[config.mk]
export PLATFORM = sky130hd
export DESIGN_NAME = cacheline_adaptor_flat
export DESIGN_NICKNAME = d
export VERILOG_FILES = /design/src/rtl/cacheline_adaptor_pkg.sv /design/src/rtl/cacheline_adaptor_if.sv /design/src/rtl/cacheline_adaptor.sv /design/src/flat_wrapper.sv
export SDC_FILE = /design/constraint.sdc
export NUM_CORES = 1
export LEC_CHECK = 0
export ABC_AREA = 1
export ABC_CLOCK_PERIOD_IN_PS = 2070
export BUFFER_PORTS_ARGS = -buffer_cell sky130_fd_sc_hd__buf_4
export CORE_AREA = 10 10 269 271
export DETAILED_ROUTE_END_ITERATION = 8
export DIE_AREA = 0 0 279 281
export SLEW_MARGIN = 20
export SYNTH_ARGS = -nofsm -noshare
export SYNTH_HDL_FRONTEND = slang
export SYNTH_SLANG_ARGS = --single-unit
[constraint.sdc]
create_clock -name clk -period 2.07 [get_ports clk]
set_input_delay 0.1035 -clock clk [delete_from_list [all_inputs] [get_ports clk]]
set_output_delay 0.1035 -clock clk [all_outputs]
set_load 0.01 [all_outputs]
[src/rtl/cacheline_adaptor_pkg.sv]
// Shared types and constants for the cache-line to memory-burst adaptor.
// Beat count and line offset are derived from the default line/beat widths.
package cacheline_adaptor_pkg;

  localparam int LINE_W  = 256;
  localparam int BURST_W = 64;
  localparam int ADDR_W  = 32;

  localparam int BEATS  = LINE_W / BURST_W;
  localparam int OFFSET = $clog2(LINE_W / 8);

  typedef enum logic [1:0] {
    IDLE,
    READ,
    WRITE,
    DONE
  } adaptor_state_t;

  typedef logic [$clog2(BEATS)-1:0] beat_idx_t;

  localparam beat_idx_t LAST_BEAT = beat_idx_t'(BEATS - 1);

endpackage

[src/rtl/cacheline_adaptor_if.sv]
// Bundle of cache-side request signals and memory-side burst signals.
// The slave view belongs to the adaptor; the master view belongs to its environment.
interface cacheline_adaptor_if;
  import cacheline_adaptor_pkg::*;

  logic [ADDR_W-1:0]  address_i;
  logic               read_i;
  logic               write_i;
  logic [LINE_W-1:0]  line_i;
  logic [LINE_W-1:0]  line_o;
  logic               resp_o;

  logic [ADDR_W-1:0]  address_o;
  logic               read_o;
  logic               write_o;
  logic [BURST_W-1:0] burst_o;
  logic [BURST_W-1:0] burst_i;
  logic               resp_i;

  modport slave (
    input  address_i, read_i, write_i, line_i, burst_i, resp_i,
    output line_o, resp_o, address_o, read_o, write_o, burst_o
  );

  modport master (
    output address_i, read_i, write_i, line_i, burst_i, resp_i,
    input  line_o, resp_o, address_o, read_o, write_o, burst_o
  );

endinterface

[src/rtl/cacheline_adaptor.sv]
// Turns one 256-bit cache-line read/write into a 4-beat 64-bit memory burst
// and returns a single completion pulse once the whole line has moved.
module cacheline_adaptor
  import cacheline_adaptor_pkg::*;
#(
  parameter int LINE_WIDTH  = LINE_W,
  parameter int BURST_WIDTH = BURST_W,
  parameter int ADDR_WIDTH  = ADDR_W
) (
  input  logic                clk,
  input  logic                rst_n,
  cacheline_adaptor_if.slave  bus
);

  adaptor_state_t          r_state;
  adaptor_state_t          w_stateNext;
  beat_idx_t               r_count;
  logic [ADDR_WIDTH-1:0]   r_addr;
  logic [LINE_WIDTH-1:0]   r_wrLine;
  logic [LINE_WIDTH-1:0]   r_rdLine;

  logic                    w_readOut;
  logic                    w_writeOut;
  logic                    w_respOut;
  logic                    w_lastBeat;
  logic [BURST_WIDTH-1:0]  w_burstOut;

  assign w_lastBeat = bus.resp_i && (r_count == LAST_BEAT);

  always_ff @(posedge clk) begin
    if (!rst_n) begin
      r_state <= IDLE;
    end else begin
      r_state <= w_stateNext;
    end
  end

  // Read has priority on a simultaneous request; the cache keeps holding the write.
  always_comb begin
    w_stateNext = r_state;
    w_readOut   = 1'b0;
    w_writeOut  = 1'b0;
    w_respOut   = 1'b0;
    w_burstOut  = '0;
    case (r_state)
      IDLE: begin
        if (bus.read_i) begin
          w_stateNext = READ;
        end else if (bus.write_i) begin
          w_stateNext = WRITE;
        end
      end
      READ: begin
        w_readOut = 1'b1;
        if (w_lastBeat) begin
          w_stateNext = DONE;
        end
      end
      WRITE: begin
        w_writeOut = 1'b1;
        w_burstOut = r_wrLine[int'(r_count) * BURST_WIDTH +: BURST_WIDTH];
        if (w_lastBeat) begin
          w_stateNext = DONE;
        end
      end
      DONE: begin
        w_respOut   = 1'b1;
        w_stateNext = IDLE;
      end
      default: begin
        w_stateNext = IDLE;
      end
    endcase
  end

  // Count saturates on the last beat so it never wraps inside a transaction.
  always_ff @(posedge clk) begin
    if (!rst_n) begin
      r_count  <= '0;
      r_addr   <= '0;
      r_wrLine <= '0;
      r_rdLine <= '0;
    end else begin
      case (r_state)
        IDLE: begin
          if (bus.read_i || bus.write_i) begin
            r_addr  <= {bus.address_i[ADDR_WIDTH-1:OFFSET], {OFFSET{1'b0}}};
            r_count <= '0;
            if (!bus.read_i) begin
              r_wrLine <= bus.line_i;
            end
          end
        end
        READ: begin
          if (bus.resp_i) begin
            r_rdLine[int'(r_count) * BURST_WIDTH +: BURST_WIDTH] <= bus.burst_i;
            if (r_count != LAST_BEAT) begin
              r_count <= r_count + 1'b1;
            end
          end
        end
        WRITE: begin
          if (bus.resp_i && (r_count != LAST_BEAT)) begin
            r_count <= r_count + 1'b1;
          end
        end
        default: begin
        end
      endcase
    end
  end

  assign bus.read_o    = w_readOut;
  assign bus.write_o   = w_writeOut;
  assign bus.resp_o    = w_respOut;
  assign bus.burst_o   = w_burstOut;
  assign bus.address_o = r_addr;
  assign bus.line_o    = r_rdLine;

endmodule

[src/flat_wrapper.sv]
// flat-port wrapper written by rule: the top's interface ports become plain ports
module cacheline_adaptor_flat import cacheline_adaptor_pkg::*;
#(
  parameter int LINE_WIDTH  = LINE_W,
  parameter int BURST_WIDTH = BURST_W,
  parameter int ADDR_WIDTH  = ADDR_W
)
  (clk, rst_n, bus_address_i, bus_read_i, bus_write_i, bus_line_i, bus_burst_i, bus_resp_i, bus_line_o, bus_resp_o, bus_address_o, bus_read_o, bus_write_o, bus_burst_o);
  cacheline_adaptor_if bus_i ();
  input  logic clk;
  input  logic rst_n;
  input wire logic [$bits(bus_i.address_i)-1:0] bus_address_i;
  input wire logic [$bits(bus_i.read_i)-1:0] bus_read_i;
  input wire logic [$bits(bus_i.write_i)-1:0] bus_write_i;
  input wire logic [$bits(bus_i.line_i)-1:0] bus_line_i;
  input wire logic [$bits(bus_i.burst_i)-1:0] bus_burst_i;
  input wire logic [$bits(bus_i.resp_i)-1:0] bus_resp_i;
  output wire logic [$bits(bus_i.line_o)-1:0] bus_line_o;
  output wire logic [$bits(bus_i.resp_o)-1:0] bus_resp_o;
  output wire logic [$bits(bus_i.address_o)-1:0] bus_address_o;
  output wire logic [$bits(bus_i.read_o)-1:0] bus_read_o;
  output wire logic [$bits(bus_i.write_o)-1:0] bus_write_o;
  output wire logic [$bits(bus_i.burst_o)-1:0] bus_burst_o;
  assign bus_i.address_i = bus_address_i;
  assign bus_i.read_i = bus_read_i;
  assign bus_i.write_i = bus_write_i;
  assign bus_i.line_i = bus_line_i;
  assign bus_i.burst_i = bus_burst_i;
  assign bus_i.resp_i = bus_resp_i;
  assign bus_line_o = bus_i.line_o;
  assign bus_resp_o = bus_i.resp_o;
  assign bus_address_o = bus_i.address_o;
  assign bus_read_o = bus_i.read_o;
  assign bus_write_o = bus_i.write_o;
  assign bus_burst_o = bus_i.burst_o;
  cacheline_adaptor #(.LINE_WIDTH(LINE_WIDTH), .BURST_WIDTH(BURST_WIDTH), .ADDR_WIDTH(ADDR_WIDTH)) u_core (.clk(clk), .rst_n(rst_n), .bus(bus_i));
endmodule
Yosys cells after proc, flatten, opt, wreduce, memory -nomap -nowiden
Cells that the tools add are included.

Bits in registers: 543. Output and inout bits: 355. Logic and storage cells: 47.

$add $sub $neg: 2. Equality and inequality tests: 11. Shifts and indexed selects: 3. Muxes and demuxes: 14. Bitwise operators: 1. Reductions and logical operators: 11.

Operator list (count): bitwise mux 256 bit (1); variable shift 64 x 33 -> 256 bit, first input constant (1); indexed part select 256 x 9 -> 64 bit (1); indexed part select 64 x 33 -> 256 bit (1); 2-to-1 mux 64 bit (1); negator 8 -> 33 bit (1); 2-to-1 mux 2 bit (7); case mux 2 bit (3 select lines) (2); inequality test 2 x 1 -> 1 bit, second input constant (4); == test 2 bit, second input constant (3); AND reduction 2 bit (3); AND reduction 5 bit (1); inequality test 2 bit, second input constant (2); 2-to-1 mux 1 bit (3); inequality test 3 bit, second input constant (1); AND reduction 3 bit (1); nonzero test 3 bit (1); adder 2 x 1 -> 2 bit, second input constant (1); == test 2 x 1 -> 1 bit, second input constant (1); logical AND 1 bit (2); zero test 2 bit (1); OR reduction 2 bit (1); logical OR 1 bit (1); NOT 1 bit (1).

Logic depth before layout (Yosys ltp)
Word-level depth: 4. Mapped depth: 10. Gate-level depth less buffers: 9.

Worst setup path after synthesis
OpenSTA, ideal clock, no wires.

Kind: register to register. Start point: register u_core.r_count[0]. End point: register u_core.r_rdLine[4] (netlist: u_core.bus.line_o[4]). Setup time: 0.070 ns. Arrival time: 1.853 ns. Required time: 2.000 ns. Path slack: 0.147 ns. Stages on the path, launching flop included: 9. Buffers on the path: 3. Path through: dfxtp_1 > inv_2 > buf_2 > clkbuf_1 > ha_1 > nor2_2 > buf_2 > nand3_1 > a21oi_1.

Longest elaborated chain between the ends: 3. Elaborated cells between the ends (all ways): 4. Classes of those cells: add/sub (1); shift (2); mux (1).

Ends and longest elaborated chain: start: declaration (RTL line cacheline_adaptor.sv:17) `beat_idx_t r_count;`; start signal: assignment (RTL line cacheline_adaptor.sv:98) `r_count <= r_count + 1'b1;`; start signal: assignment (RTL line cacheline_adaptor.sv:104) `r_count <= r_count + 1'b1;`; negator 8 -> 33 bit (*) (RTL line cacheline_adaptor.sv:96) `r_rdLine[int'(r_count) * BURST_WIDTH +: BURST_WIDTH] <= bus.burst_i;`; indexed part select 64 x 33 -> 256 bit / variable shift 64 x 33 -> 256 bit (equally long branches) (RTL line cacheline_adaptor.sv:96); bitwise mux 256 bit (*) (RTL line cacheline_adaptor.sv:96); end signal: indexed assignment (RTL line cacheline_adaptor.sv:96); end: declaration (RTL line cacheline_adaptor.sv:20) `logic [LINE_WIDTH-1:0] r_rdLine;`.

Mark *: on every way between the ends. The rest lies on a longest branch, timed or not. A chain may end at the register's enable or synchronous reset.

Final worst setup path
Start point: register u_core.r_count[0]. End point: output bus_burst_o[24].

Longest elaborated chain between the ends: 2.

Ends and longest elaborated chain: indexed part select 256 x 9 -> 64 bit (RTL line cacheline_adaptor.sv:61) `w_burstOut = r_wrLine[int'(r_count) * BURST_WIDTH +: BURST_WIDTH];`; 2-to-1 mux 64 bit (RTL line cacheline_adaptor.sv:45) `case (r_state)`; end: declaration (RTL line flat_wrapper.sv:23) `output wire logic [$bits(bus_i.burst_o)-1:0] bus_burst_o;`.

No other way between the ends.

==> flow_summary.html <==
<table>
<tr><th>Metric</th><th>Value</th></tr>
<tr><th colspan="2">Run status</th></tr>
<tr><td>Run status</td><td>finished, violations left</td></tr>
<tr><td>Failing checks</td><td>negative setup slack</td></tr>
<tr><th colspan="2">Die</th></tr>
<tr><td>Ports</td><td>712</td></tr>
<tr><td>Die Wd</td><td>279 um</td></tr>
<tr><td>Std-Cell Core Area</td><td>0.0668 mm2</td></tr>
<tr><td>Initial Util</td><td>33.9%</td></tr>
<tr><td>Height of the die</td><td>281 um</td></tr>
<tr><td>Number of placement rows</td><td>95</td></tr>
<tr><td>Die area</td><td>0.0784 mm2</td></tr>
<tr><th colspan="2">Critical path</th></tr>
<tr><td>Arrival time reported for the critical path endpoint</td><td>2.11 ns</td></tr>
<tr><td>Cell type of the slowest stage on the worst timing path</td><td>sky130_fd_sc_hd__dfxtp_4</td></tr>
<tr><td>CP Class</td><td>reg -&gt; out</td></tr>
<tr><td>Reg2Reg Setup Slack</td><td>-0.05 ns</td></tr>
<tr><td>Combined buffer and inverter count along the critical path</td><td>4</td></tr>
<tr><td>Crit path max fanout</td><td>7</td></tr>
<tr><td>Worst reg2reg path endpoint</td><td>u_core.bus.line_o[69]</td></tr>
<tr><td>Launch point of the critical path</td><td>u_core.r_count[0]</td></tr>
<tr><td>R2r startpoint</td><td>u_core.r_count[0]</td></tr>
<tr><td>Kind of capture point of the worst setup path</td><td>output pin</td></tr>
<tr><td>Worst path required time</td><td>1.97 ns</td></tr>
<tr><td>Number of cells on the worst reg-to-reg path</td><td>12</td></tr>
<tr><td>Cells along the critical path</td><td>buf_12, buf_12, buf_16, nor2_2, nor2_2, o21ai_1, a21oi_1, buf_4</td></tr>
<tr><td>Max incr delay on CP</td><td>0.38 ns</td></tr>
<tr><td>Top delay family on crit path</td><td>buffers and inverters</td></tr>
<tr><td>Critical Path Source Type</td><td>register</td></tr>
<tr><th colspan="2">Place</th></tr>
<tr><td>HPWL after detailed placement</td><td>70.3 mm</td></tr>
<tr><td>Buffers on Ports</td><td>701</td></tr>
<tr><td>Number of cells in the design after placement</td><td>4,471</td></tr>
<tr><td>Worst slack at placement</td><td>0.0932 ns</td></tr>
<tr><td>Weighted congestion reported at the end of routability-driven placement</td><td>0.876</td></tr>
<tr><th colspan="2">Global routing</th></tr>
<tr><td>Number of antenna violations at the first check in global routing</td><td>9</td></tr>
<tr><td>Number of global-route vias before repair</td><td>25.5k</td></tr>
<tr><td>Largest net degree at the start of global routing</td><td>129</td></tr>
<tr><td>Total gr overflow</td><td>0</td></tr>
<tr><td>GRT Util Overall</td><td>26.5%</td></tr>
<tr><td>Global-route wire length before repair</td><td>162 mm</td></tr>
<tr><th colspan="2">Timing</th></tr>
<tr><td>Worst setup skew after layout</td><td>0.0162 ns</td></tr>
<tr><td>Transition time at the pin with the least slew margin</td><td>0.720 ns</td></tr>
<tr><td>Minimum clock period after layout</td><td>2.21 ns</td></tr>
<tr><td>RSZ-0062 raised after global routing</td><td>yes</td></tr>
<tr><td>Final Hold Violating Endpoints</td><td>0</td></tr>
<tr><td>Number of setup violations in the final report</td><td>86</td></tr>
<tr><td>Final Slew Violations</td><td>0</td></tr>
<tr><td>Setup ws final</td><td>-0.144 ns</td></tr>
<tr><td>Slew Limit Headroom</td><td>52.0%</td></tr>
<tr><td>Highest attainable clock frequency</td><td>452 MHz</td></tr>
<tr><td>Tcrit/Tclk final</td><td>107%</td></tr>
<tr><th colspan="2">Clock tree</th></tr>
<tr><td>Inserted Clock Buffers</td><td>59</td></tr>
<tr><td>TritonCTS clock tree</td><td>done</td></tr>
<tr><td>Clock network latency to the later pin of the worst-skew pair</td><td>0.61 ns</td></tr>
<tr><td>Clock-pin transition on the worst setup and hold timing paths</td><td>0.06 ns</td></tr>
<tr><td>Maximum buffer depth of the clock tree</td><td>3</td></tr>
<tr><td>Clock Sink Count</td><td>543</td></tr>
<tr><td>Library cell used as clock root buffer</td><td>sky130_fd_sc_hd__clkbuf_16</td></tr>
<tr><td>Count of H-tree levels built during CTS</td><td>2</td></tr>
<tr><th colspan="2">Layout</th></tr>
<tr><td>Footprint of the multi-input gates</td><td>0.0112 mm2</td></tr>
<tr><td>Most frequent cells in the layout</td><td>sky130_fd_sc_hd__buf_4, sky130_fd_sc_hd__dfxtp_1, sky130_fd_sc_hd__nand2_1</td></tr>
<tr><td>Number of cells in the finished layout apart from fillers</td><td>5,046</td></tr>
<tr><td>Count of nets after finishing</td><td>4,484</td></tr>
<tr><td>Synthesis-to-layout area growth</td><td>66.5%</td></tr>
<tr><td>Fill cell instance count of the final layout</td><td>6,005</td></tr>
<tr><td>Proportion of layout cells with a drive suffix above 1</td><td>31.0%</td></tr>
<tr><td>Footprint of the flip-flops and latches</td><td>0.0109 mm2</td></tr>
<tr><td>Commonest non-fill, non-tap cell in the layout</td><td>sky130_fd_sc_hd__buf_4</td></tr>
<tr><th colspan="2">Routing</th></tr>
<tr><td>DRC errors left</td><td>0</td></tr>
<tr><td>Detailed-router iteration count before antenna repair</td><td>5</td></tr>
<tr><td>Drt via density</td><td>5.36</td></tr>
<tr><td>Iter 0 DRT Violations</td><td>2,755</td></tr>
<tr><td>WL per Instance</td><td>23.3 um</td></tr>
<tr><td>Total via count after detailed routing</td><td>27.0k</td></tr>
<tr><td>Total length of routed wires</td><td>118 mm</td></tr>
<tr><td>Routed Antenna Nets</td><td>0</td></tr>
<tr><th colspan="2">Logic synthesis</th></tr>
<tr><td>Unique masters post-synth</td><td>23</td></tr>
<tr><td>Area of the mapped netlist</td><td>0.0226 mm2</td></tr>
<tr><td>Share of synthesized area occupied by flip-flops and latches</td><td>48.1%</td></tr>
<tr><td>Total of flip-flops plus latches after synthesis</td><td>543</td></tr>
<tr><td>Post-synthesis cell count</td><td>3,100</td></tr>
<tr><td>Synthesized area per cell</td><td>7.29 um2</td></tr>
<tr><td>Yosys Warn Count</td><td>0</td></tr>
<tr><th colspan="2">Min path</th></tr>
<tr><td>Hold Path Cell Cnt</td><td>4</td></tr>
<tr><td>Class of the tightest hold or removal check</td><td>in -&gt; reg</td></tr>
<tr><td>Worst min-delay path endpoint</td><td>u_core.bus.address_o[6]</td></tr>
<tr><td>Worst hold start</td><td>bus_address_i[6]</td></tr>
<tr><th colspan="2">Run</th></tr>
<tr><td>Number of max-capacitance violations reported</td><td>0</td></tr>
<tr><th colspan="2">Power</th></tr>
<tr><td>Power density cells</td><td>1090 mW/mm2</td></tr>
<tr><td>Leakage</td><td>15.7 nW</td></tr>
<tr><td>Maximum ir drop on the vdd rail</td><td>0.858 mV</td></tr>
</table>
[Yosys cell counts]
master	instances	area share, %
sky130_fd_sc_hd__buf_4	51	1.7
sky130_fd_sc_hd__dfxtp_1	543	48
sky130_fd_sc_hd__clkbuf_1	95	1.6
sky130_fd_sc_hd__a21oi_1	578	13
sky130_fd_sc_hd__nand3_1	387	8.6
sky130_fd_sc_hd__nor2_2	2	0.055
sky130_fd_sc_hd__nor2_8	1	0.089
sky130_fd_sc_hd__o21ai_0	284	6.3
sky130_fd_sc_hd__ha_1	11	0.61
sky130_fd_sc_hd__buf_8	1	0.066
sky130_fd_sc_hd__conb_1	1	0.017
sky130_fd_sc_hd__buf_2	121	2.7
sky130_fd_sc_hd__nor2_4	4	0.20
sky130_fd_sc_hd__o21ai_1	1	0.022
sky130_fd_sc_hd__inv_2	8	0.13
sky130_fd_sc_hd__nand2_2	3	0.083
sky130_fd_sc_hd__inv_1	76	1.3
sky130_fd_sc_hd__nand2_1	553	9.2
sky130_fd_sc_hd__clkbuf_8	1	0.061
sky130_fd_sc_hd__nand4_1	1	0.028
sky130_fd_sc_hd__buf_1	10	0.17
sky130_fd_sc_hd__buf_6	8	0.40
sky130_fd_sc_hd__nor2_1	360	6.0
[flip-flops by register name, indices dropped and copies added (netlist names)]
register,cells
u_core.bus.address_o,27
u_core.r_state,2
u_core.r_count,2
u_core.r_wrLine,256
u_core.bus.line_o,256
[worst register-to-register path, cell delays in order (launching register included)]
cell	delay (ns)
sky130_fd_sc_hd__dfxtp_4	0.38
sky130_fd_sc_hd__buf_12	0.17
sky130_fd_sc_hd__buf_12	0.16
sky130_fd_sc_hd__buf_12	0.14
sky130_fd_sc_hd__buf_12	0.11
sky130_fd_sc_hd__buf_6	0.10
sky130_fd_sc_hd__ha_4	0.13
sky130_fd_sc_hd__nand2_4	0.06
sky130_fd_sc_hd__nor2_4	0.23
sky130_fd_sc_hd__buf_12	0.19
sky130_fd_sc_hd__clkbuf_16	0.21
sky130_fd_sc_hd__nand2_1	0.07
sky130_fd_sc_hd__a21oi_1	0.11
[per-stage QoR]
step,setup TNS (ns),power [mW],utilization [%],hold WS (ns),cell area [um2]
after floorplan,0,19.5,-,0.238,22600
after global placement,0,24.3,42.9,0.324,28700
after detailed placement,0,24.3,42.9,0.330,28700
after CTS,-5.84,39.3,53.8,0.218,35900
after global routing,-14.97,42.7,56.3,0.277,37600
final,-3.71,41.1,56.4,0.276,37600
[power by group]
part           internal (mW)  leakage (nW)  switching, mW
logic                   7.37          10.3           10.4
registers               11.5          4.42          0.678
clock network           6.43         0.999           4.68
[worst max path at each step]
stage	end	slack [ns]	cells after the start
4_1_cts	bus_burst_o[15]	-0.15	9
5_1_grt	bus_burst_o[24]	-0.20	8
3_5_place_dp	bus_burst_o[0]	0.09	8
6_report	bus_burst_o[24]	-0.14	8
3_3_place_gp	bus_burst_o[0]	0.07	8
2_1_floorplan	u_core.bus.line_o[4]	0.15	8
[layout make-up]
class | instances | area share, %
antenna | 7 | 0.0465
timing repair buffer | 1238 | 32.0
clock inverter | 25 | 0.758
tap | 873 | 2.90
inverter | 84 | 0.961
sequential | 543 | 28.9
clock buffer | 86 | 4.59
multi-input combinational | 2190 | 29.8
[cells by family (layout without fill, tap and decap cells)]
family	Yosys count	in the layout	share of synthesized area, %
compound gates	863	863	19.1
fa+ha+maj	11	11	0.609
buf+inv	371	1433	8.03
flops	543	543	48.1
other cells	1	12	0.0166
simple gates	1311	1311	24.2
[per-layer routing]
metal / global-route usage [%] / vias to the layer above / routed length, um
met1: 32.7 / 12783 / 46000
met5: 0 / - / 34
met4: 9.64 / 6 / 4980
met2: 44.7 / 1565 / 56000
li1: - / 12395 / -
met3: 5.87 / 280 / 10500
[repair_timing]
| action | CTS | global route |
|---|---|---|
| hold endpoints to repair | 543 | 0 |
| hold buffers | 354 | 0 |
| cloned | 23 | 30 |
| pin swaps | 90 | 101 |
| resized for setup | 284 | 283 |
| setup buffers | 35 | 19 |
| setup endpoints to repair | 64 | 331 |
Note: power is estimated with default switching activity, not from simulation.
